**src/rtl/full_sub_pkg.sv**
```systemverilog
// Shared constants for the 4-bit ripple-borrow subtractor.
// Holds the datapath width and the output reset values.
package full_sub_pkg;

    localparam int SUB_W = 4;

    localparam logic [SUB_W-1:0] DIFF_RST = '0;
    localparam logic             COUT_RST = 1'b0;

endpackage

```
**src/rtl/full_sub_1bit.sv**
```systemverilog
// Single full-subtractor cell: d = x - y - bin, bout is borrow-out.
// Purely combinational; chained LSB to MSB by full_sub_4bit.
module full_sub_1bit (
    input  logic x,
    input  logic y,
    input  logic bin,
    output logic d,
    output logic bout
);

    assign d    = x ^ y ^ bin;
    assign bout = (~x & y) | (~(x ^ y) & bin);

endmodule

```
**src/rtl/full_sub_4bit.sv**
```systemverilog
// 4-bit ripple-borrow subtractor with registered diff/cout/out_valid.
// Define FULL_SUB_OVF_EN to add the registered signed-overflow output ovf.
module full_sub_4bit
    import full_sub_pkg::*;
(
    input  logic             clk,
    input  logic             rst,
    input  logic             in_valid,
    input  logic [SUB_W-1:0] x,
    input  logic [SUB_W-1:0] y,
    input  logic             cin,
    output logic [SUB_W-1:0] diff,
    output logic             cout,
    output logic             out_valid
`ifdef FULL_SUB_OVF_EN
    ,
    output logic             ovf
`endif
);

    logic [SUB_W:0]   b;
    logic [SUB_W-1:0] diff_next;

    assign b[0] = cin;

    for (genvar i = 0; i < SUB_W; i++) begin : g_cell
        full_sub_1bit u_cell (
            .x    (x[i]),
            .y    (y[i]),
            .bin  (b[i]),
            .d    (diff_next[i]),
            .bout (b[i+1])
        );
    end

`ifdef FULL_SUB_OVF_EN
    logic ovf_next;

    // Operands of differing sign whose result sign flips away from x.
    assign ovf_next = (x[SUB_W-1] ^ y[SUB_W-1])
                    & (diff_next[SUB_W-1] ^ x[SUB_W-1]);

    always_ff @(posedge clk or posedge rst) begin
        if (rst) begin
            ovf <= 1'b0;
        end else if (in_valid) begin
            ovf <= ovf_next;
        end
    end
`endif

    always_ff @(posedge clk or posedge rst) begin
        if (rst) begin
            diff      <= DIFF_RST;
            cout      <= COUT_RST;
            out_valid <= 1'b0;
        end else begin
            out_valid <= in_valid;
            if (in_valid) begin
                diff <= diff_next;
                cout <= b[SUB_W];
            end
        end
    end

endmodule

```
**config.mk**
```make
export PLATFORM = sky130hd
export DESIGN_NAME = full_sub_4bit
export DESIGN_NICKNAME = d
export VERILOG_FILES = /design/src/rtl/full_sub_pkg.sv /design/src/rtl/full_sub_1bit.sv /design/src/rtl/full_sub_4bit.sv
export SDC_FILE = /design/constraint.sdc
export NUM_CORES = 1
export LEC_CHECK = 0
export CORE_AREA = 10 10 47 49
export DETAILED_ROUTE_END_ITERATION = 8
export DIE_AREA = 0 0 57 59
export PLACE_DENSITY = 0.58
export SYNTH_ARGS = -nofsm -noshare
export SYNTH_HDL_FRONTEND = slang
export SYNTH_SLANG_ARGS = --single-unit
```
**constraint.sdc**
```tcl
create_clock -name clk -period 1 [get_ports clk]
set_clock_uncertainty 0.2 [all_clocks]
set_input_delay 0.1 -clock clk [delete_from_list [all_inputs] [get_ports clk]]
set_output_delay 0.1 -clock clk [all_outputs]
set_load 0.02 [all_outputs]
```
== Yosys cells after proc, flatten, opt, wreduce, memory -nomap -nowiden ==
Cells that the tools add are included.

* Logic and storage cells: 31
* Flip-flop bits (word level): 6
* Bits of input ports: 12
* Output and inout bits: 6

* Bitwise logic cells: 28

{| class="wikitable"
|+ Operators with widths
! kind !! count
|-
| AND 1 bit || 8
|-
| NOT 1 bit || 8
|-
| bitwise XOR 1 bit || 8
|-
| OR 1 bit || 4
|}

== Depth between registers and ports, before layout ==
Gate-level depths: netlist of the first run.

* Depth after elaboration: 10
* Depth in mapped cells: 8
* Gate-level depth less buffers: 8

== Modules after synthesis ==
From an unflattened synthesis of the first run, not the netlist that was laid out.

* Cells, all modules: 28
* Area total of the unflattened synthesis: 335.3 um^2

{| class="wikitable"
|+ By module, submodules not included
! module !! cells each !! area an instance (um^2) !! times used !! sequential area each (um^2)
|-
| full_sub_4bit || 12 || 210.2 || 1 || 150.1
|-
| full_sub_1bit || 4 || 31.3 || 4 || 0.0
|}

== Least setup slack after synthesis of the first run ==
No wires, ideal clock.

* Path type: input -> register
* From: in y[0]
* To: reg diff[3]
* Buffers on the path: 0
* Arrival time: 1.795 ns
* Setup time: 0.125 ns
* Data required time: 0.675 ns
* Slack: -1.120 ns
* Cell stages on the path: 8
* Cells stage by stage: inv_1 > fa_1 > inv_1 > fa_1 > fa_1 > inv_1 > fa_1 > mux2_4

* Word-level cells in the longest chain between the ends: 9
* Elaborated cells between the ends (all ways): 10
* Classes of those cells: 10 x bitwise

{| class="wikitable"
|+ RTL lines
! element !! RTL line !! text
|-
| start, declared || full_sub_4bit.sv:10 || <nowiki>input logic [SUB_W-1:0] y,</nowiki>
|-
| bitwise XOR 1 bit || full_sub_1bit.sv:12 || <nowiki>assign bout = (~x & y) | (~(x ^ y) & bin);</nowiki>
|-
| NOT 1 bit || full_sub_1bit.sv:12 ||
|-
| AND 1 bit || full_sub_1bit.sv:12 ||
|-
| OR 1 bit (*) || full_sub_1bit.sv:12 ||
|-
| AND 1 bit (*) || full_sub_1bit.sv:12 ||
|-
| OR 1 bit (*) || full_sub_1bit.sv:12 ||
|-
| AND 1 bit (*) || full_sub_1bit.sv:12 ||
|-
| OR 1 bit (*) || full_sub_1bit.sv:12 ||
|-
| bitwise XOR 1 bit (*) || full_sub_1bit.sv:11 || <nowiki>assign d = x ^ y ^ bin;</nowiki>
|-
| named net g_cell[3].u_cell.d || full_sub_1bit.sv:7 || <nowiki>output logic d,</nowiki>
|-
| end signal, assigned || full_sub_4bit.sv:60 || <nowiki>diff <= diff_next;</nowiki>
|-
| end, declared || full_sub_4bit.sv:12 || <nowiki>output logic [SUB_W-1:0] diff,</nowiki>
|}

Mark *: on every way through the listed nets, which the timed path passes. The rest lies on a longest branch.
A chain may end at the register's enable or synchronous reset.

== Worst setup path in the final report of the first run ==
* From: in cin
* To: reg diff[3]

* Word-level cells in the longest chain between the ends: 7

{| class="wikitable"
|+ RTL lines
! element !! RTL line !! text
|-
| start, declared || full_sub_4bit.sv:11 || <nowiki>input logic cin,</nowiki>
|-
| AND 1 bit || full_sub_1bit.sv:12 ||
|-
| OR 1 bit || full_sub_1bit.sv:12 ||
|-
| AND 1 bit || full_sub_1bit.sv:12 ||
|-
| OR 1 bit || full_sub_1bit.sv:12 ||
|-
| AND 1 bit || full_sub_1bit.sv:12 ||
|-
| OR 1 bit || full_sub_1bit.sv:12 ||
|-
| bitwise XOR 1 bit || full_sub_1bit.sv:11 ||
|-
| named net g_cell[3].u_cell.d || full_sub_1bit.sv:7 ||
|}

The timed path passes the listed nets, and every way through them passes these cells.

==> results.toml, run 1 <==
[status]
status = "finished with violations"
violations = "hold timing, setup timing"

[timing]
final_max_slew_viol_count = 0
fin_hold_ws_ns = -0.1221
timing.final.crit_share = 1.907
timing.final.crit_period_ns = 1.907
slew_headroom = 0.8460
worst_slack_ns = -0.9070
setup-violations-final = 11
clock.fmax_ghz = 0.5244
hold_viol_final = 6
worst_pin_slew_ns = 0.2308
rsz0062_at_grt = "yes"

[routing]
vias_per_cell = 3.826
routed_wl_um = 808
drt_iter0_drc = 2
drtAntennaViolNets = 0
vias = 264
avgRoutedWirePerCell_um = 11.71
drc = 0
first_pass_iters = 2

[synthesis]
syn_avg_cell_area_um2 = 12.14
syn_area_um2 = 327.8
ys_seq_elements = 6
synth_sequential_area_ratio = 0.4580
syn_inst = 27
postSynthNetCount = 43
yosysWarnings = 0
yosys.cell_types.count = 7

[cells_and_area]
fin_nets = 71
drive_above_1_share = 0.5660
area_growth_pct = 88.55
final-instance-count-excl-fill = 69
n_fill_cell = 146
diodes = 0

[power_and_ir_drop]
p_switching_mw = 0.2634
p_leak_nw = 0.2986
p_clk_frac = 0.255
p_int_mw = 0.6378
p_sw_frac = 0.2923
ir_drop_mv = 0.4598
comb_power_share = 0.398
p_per_area_mw_per_mm2 = 1458
power_frac_seq = 0.347

[grt]
groute.usage.overall = 0.05788
grt_pass1_vias = 318
gr-total-overflow = 0
grt_max_degree = 7
antenna_found_initial = 0
grt_first_pass_wirelength_um = 1428

[setup_path]
cp_max_fo = 1
startpoint_type = "primary input"
rr_startpoint = "diff[3]$_DFFE_PP0P_"
required_ns = 0.93
r2r_end = "diff[3]$_DFFE_PP0P_"
crit_type = "in2reg"
ff2ff_setup_slack_ns = -0.09
crit_arrival_ns = 1.84
endpoint_kind = "flop"
reg2regPathDepth = 2

[floorplan]
io_pins = 18
coreArea_mm2 = 0.001401
initial_utilization = 0.2339
die_w_um = 57
die-area_mm2 = 0.003363
rows = 14
die_h_um = 59

[cts]
cts_tree = "yes"
htreeDepth = 1
cts.sinks = 6
path_clk_slew_ns = 0.05
cts_buffers = 3
cts-root-buf = "clkbuf_4"
clk-insertion-delay-late_ns = 0.24
clockBufferDepth = 2

[placed_design]
dp_cells = 64
dp_hpwl_um = 691.6
dpl_worst_slack_ns = -1.694
port_buffers = 17
gp_congestion = 0.6506

[min_path]
hold_class = "in2async"

[flow_run]
cap_viol_max_count = 0
## cells in the final DEF, fill, tap and decap left out
cell type	count
a21oi_1	1
dlygate4sd2_1	2
a21oi_2	2
nor2_1	3
inv_4	1
clkdlybuf4s50_1	6
fa_1	1
inv_1	4
buf_2	1
inv_2	2
inv_12	1
buf_6	9
clkbuf_4	3
dfrtp_1	6
fa_2	3
buf_4	6
mux2_4	2
## critical path, stage by stage
cell and delay [ns]:
buf_6 0.10, inv_4 0.04, fa_2 0.19, inv_2 0.04, fa_2 0.33, fa_2 0.34, inv_2 0.06, fa_1 0.39
mux2_4 0.26
## layer usage
| metal | vias up | GRT usage | routed length (um) |
|---|---|---|---|
| met3 | 4 | 0.03433 | 82 |
| met5 | - | 0 | 0 |
| li1 | 131 | - | - |
| met2 | 12 | 0.08527 | 418 |
| met4 | 0 | 0.06040 | 31 |
| met1 | 117 | 0.05327 | 275 |
## flip-flops by register name (all words and copies together) (netlist names)
signal and count:
diff 4, cout 1, out_valid 1
## power groups by stage
stage / registers [mW] / clock network (mW) / logic, mW
2_1_floorplan: 0.354 / 0 / 0.0913
3_3_place_gp: 0.305 / 0 / 0.325
3_5_place_dp: 0.307 / 0 / 0.329
4_1_cts: 0.312 / 0.244 / 0.363
5_1_grt: 0.318 / 0.258 / 0.390
6_report: 0.312 / 0.230 / 0.359
## cell usage after synthesis
cell     n  area share
dfrtp_1  6        0.46
buf_6    1       0.034
a21oi_1  3       0.046
inv_1    8       0.092
fa_1     4        0.24
mux2_4   2       0.092
nor2_1   3       0.034
## area by class of cell
| type | count | area (um^2) | share of cell area |
|---|---|---|---|
| Tap cell | 16 | 20.02 | 0.03239 |
| Multi-Input combinational cell | 12 | 151.4 | 0.2449 |
| Sequential cell | 6 | 150.1 | 0.2429 |
| Inverter | 8 | 45.04 | 0.07287 |
| Timing Repair Buffer | 24 | 229.0 | 0.3704 |
| Clock buffer | 3 | 22.52 | 0.03644 |
## worst max path at each step
stage | startpoint | to | slack [ns] | cells past startpoint
final | cin | diff[3]$_DFFE_PP0P_ | -0.91 | 9
after global routing | cin | diff[3]$_DFFE_PP0P_ | -0.95 | 9
after CTS | cin | diff[3]$_DFFE_PP0P_ | -0.97 | 9
after detailed placement | y[0] | diff[3]$_DFFE_PP0P_ | -1.69 | 9
after global placement | y[0] | diff[3]$_DFFE_PP0P_ | -1.66 | 9
after floorplan | y[0] | diff[3]$_DFFE_PP0P_ | -1.02 | 8
## kinds of logic after synthesis
| family | after synthesis | synth area share |
|---|---|---|
| and+or+nand+nor | 3 | 0.03435 |
| muxes | 2 | 0.09161 |
| DFF | 6 | 0.4580 |
| buffers and inverters | 9 | 0.1260 |
| adders and majority gates | 4 | 0.2443 |
| AOI/OAI and AO/OA | 3 | 0.04579 |
## through the flow
stage	total power, mW	setup TNS, ns	instance area (um^2)	utilization	hold WS [ns]
final	0.9013	-2.561	618.1	0.4411	-0.1221
after detailed placement	0.6364	-7.679	564.3	0.4027	0.1433
after global routing	0.9658	-2.918	618.1	0.4411	-0.1051
after global placement	0.6292	-7.525	564.3	0.4027	0.1338
after floorplan	0.4457	-2.692	347.8	-	-0.3090
after CTS	0.9186	-2.827	614.3	0.4384	-0.1197
## repair_timing
action | 4_1_cts | 5_1_grt
buffers inserted | 2 | 0
setup endpoints to repair | 11 | 11
resized for setup | 55 | 1
pin swaps | 4 | 3
endpoints found under the hold margin | 6 | 6
No activity file was read; power rests on OpenSTA's default activity.
==> run 2: changes to the inputs <==
Settings changed: CORE_AREA 10 10 47 49 to 2 2 39 41, DIE_AREA 0 0 57 59 to 0 0 41 43.
==> run 2 against run 1 <==
Compared with the run above: the flow still finishes with violations (hold timing, setup timing); utilization grew 0.38 points; power down 3.0%; final cell count decreased by 1.4%; die area is 48% lower; non-clock buffer count shrank 1; flip-flop and latch count stayed put; clock power shrank 3%; register-to-register slack about the same; maximum frequency decreased by 0.53%; critical path depth did not move; via count is 0.76% higher; critical path type unchanged; largest cell class unchanged.
==> results.toml, run 2 (same netlist as run 1, synthesis figures left out) <==
[status]
status = "finished with violations"
violations = "hold timing, setup timing"

[timing]
final_max_slew_viol_count = 0
clock.fmax_ghz = 0.5216
slew_headroom = 0.8447
rsz0062_at_grt = "yes"
hold_viol_final = 6
setup-violations-final = 11
timing.final.crit_period_ns = 1.917
timing.final.crit_share = 1.917
worst_pin_slew_ns = 0.2327
fin_hold_ws_ns = -0.1269
worst_slack_ns = -0.9171

[floorplan]
die_h_um = 43
coreArea_mm2 = 0.001384
die_w_um = 41
die-area_mm2 = 0.001763
rows = 14
io_pins = 18
initial_utilization = 0.2369

[grt]
grt_first_pass_wirelength_um = 1028
gr-total-overflow = 0
antenna_found_initial = 0
grt_max_degree = 7
grt_pass1_vias = 255
groute.usage.overall = 0.09239

[setup_path]
cp_max_fo = 1
required_ns = 0.93
crit_top_cell = "fa_2"
max_stage_delay_ns = 0.40
ff2ff_setup_slack_ns = -0.08
crit_family = "adder cells"
endpoint_kind = "flop"
startpoint_type = "primary input"
worst-path-buf-inv = 4
crit_arrival_ns = 1.85
r2r_end = "diff[3]$_DFFE_PP0P_"
cp_slowest_cell = "fa_1"
crit_chain = "buf_8, inv_12, fa_2, inv_2, fa_2, fa_2, inv_2, fa_1, mux2_4"
rr_startpoint = "diff[3]$_DFFE_PP0P_"
reg2regPathDepth = 2
crit_type = "in2reg"

[cells_and_area]
fin_nets = 70
top_regs = "diff: 4 flops, cout: 1 flops, out_valid: 1 flops"
area_growth_pct = 87.79
final_cell_mix = "8 x buf_6, 6 x dfrtp_1, 6 x buf_4"
final_common_cell = "buf_6"
n_fill_cell = 139
regMostFlops = "diff"
drive_above_1_share = 0.5577
diodes = 0
largest_reg_flops = 4
finalInstanceArea_um2 = 615.6

[routing]
vias_per_cell = 3.912
drt_iter0_drc = 6
drtAntennaViolNets = 0
avgRoutedWirePerCell_um = 8.176
drc = 0
routed_wl_um = 556
vias = 266
first_pass_iters = 2

[power_and_ir_drop]
p_total_mw = 0.8739
p_per_area_mw_per_mm2 = 1420
ir_drop_mv = 0.7158
p_leak_nw = 0.2975

[cts]
clk-insertion-delay-late_ns = 0.24
htreeDepth = 1
cts_tree = "yes"
path_clk_slew_ns = 0.05
clockBufferDepth = 2
cts.sinks = 6
cts-root-buf = "clkbuf_4"
cts_buffers = 3

[placed_design]
place_area_um2 = 564.3
dp_hpwl_um = 480.6
gp_congestion = 0.6161
port_buffers = 17

[flow_run]
cap_viol_max_count = 0

[min_path]
hold_class = "in2async"
## run 2: changes by cell type in the layout (fill, tap and decap cells not counted), sizes merged
cell	change
buf	-1
clkdlybuf4s50	-1
dlygate4sd2	+1
## run 2: power breakdown
part,total [mW],internal (mW),leakage [nW],switching (mW)
sequential,0.309,0.283,0.0685,0.0257
clock,0.222,0.136,0.0138,0.0859
combinational,0.344,0.209,0.215,0.135
## run 2: stage by stage
step	utilization	setup slack [ns]	setup TNS, ns	cells
2_1_floorplan	-	-1.024	-2.692	27
6_report	0.4448	-0.9171	-2.495	68
5_1_grt	0.4448	-0.9778	-2.850	68
4_1_cts	0.4385	-1.001	-2.824	68
3_3_place_gp	0.4078	-1.679	-7.516	64
3_5_place_dp	0.4078	-1.690	-7.579	64
## run 2: area by class of cell
cell class,count,area (um^2),area share
Clock buffer,3,22.52,0.03659
Inverter,8,45.04,0.07317
Multi-Input combinational cell,12,151.4,0.2459
Sequential cell,6,150.1,0.2439
Tap cell,16,20.02,0.03252
Timing Repair Buffer,23,226.5,0.3679
## run 2: layer usage
layer	part of all wire	vias to the layer above	GRT usage
met5	0	-	0
met3	0.094	2	0.06283
li1	-	130	-
met4	0.018	0	0.06000
met2	0.52	11	0.1125
met1	0.37	123	0.1133
## run 2: how the worst max path moves through the flow
| stage | from | end | slack, ns | depth (start not counted) |
|---|---|---|---|---|
| detailed placement | y[0] | diff[3]$_DFFE_PP0P_ | -1.69 | 9 |
| global placement | y[0] | diff[3]$_DFFE_PP0P_ | -1.68 | 9 |
| CTS | y[0] | diff[3]$_DFFE_PP0P_ | -1.00 | 9 |
| global route | y[0] | diff[3]$_DFFE_PP0P_ | -0.98 | 9 |
| finish | y[0] | diff[3]$_DFFE_PP0P_ | -0.92 | 9 |
| floorplan | y[0] | diff[3]$_DFFE_PP0P_ | -1.02 | 8 |
## run 2: worst reg2reg max path: stages (launching register included)
cell	delay [ns]
dfrtp_1	0.38
buf_4	0.13
mux2_4	0.25
## run 2: repair_timing
item,in CTS,in global routing
setup buffers,1,0
endpoints found under the hold margin,6,6
endpoints found under the setup margin,11,11
gates resized for setup,56,2
pin swaps,4,5
gates cloned,0,0
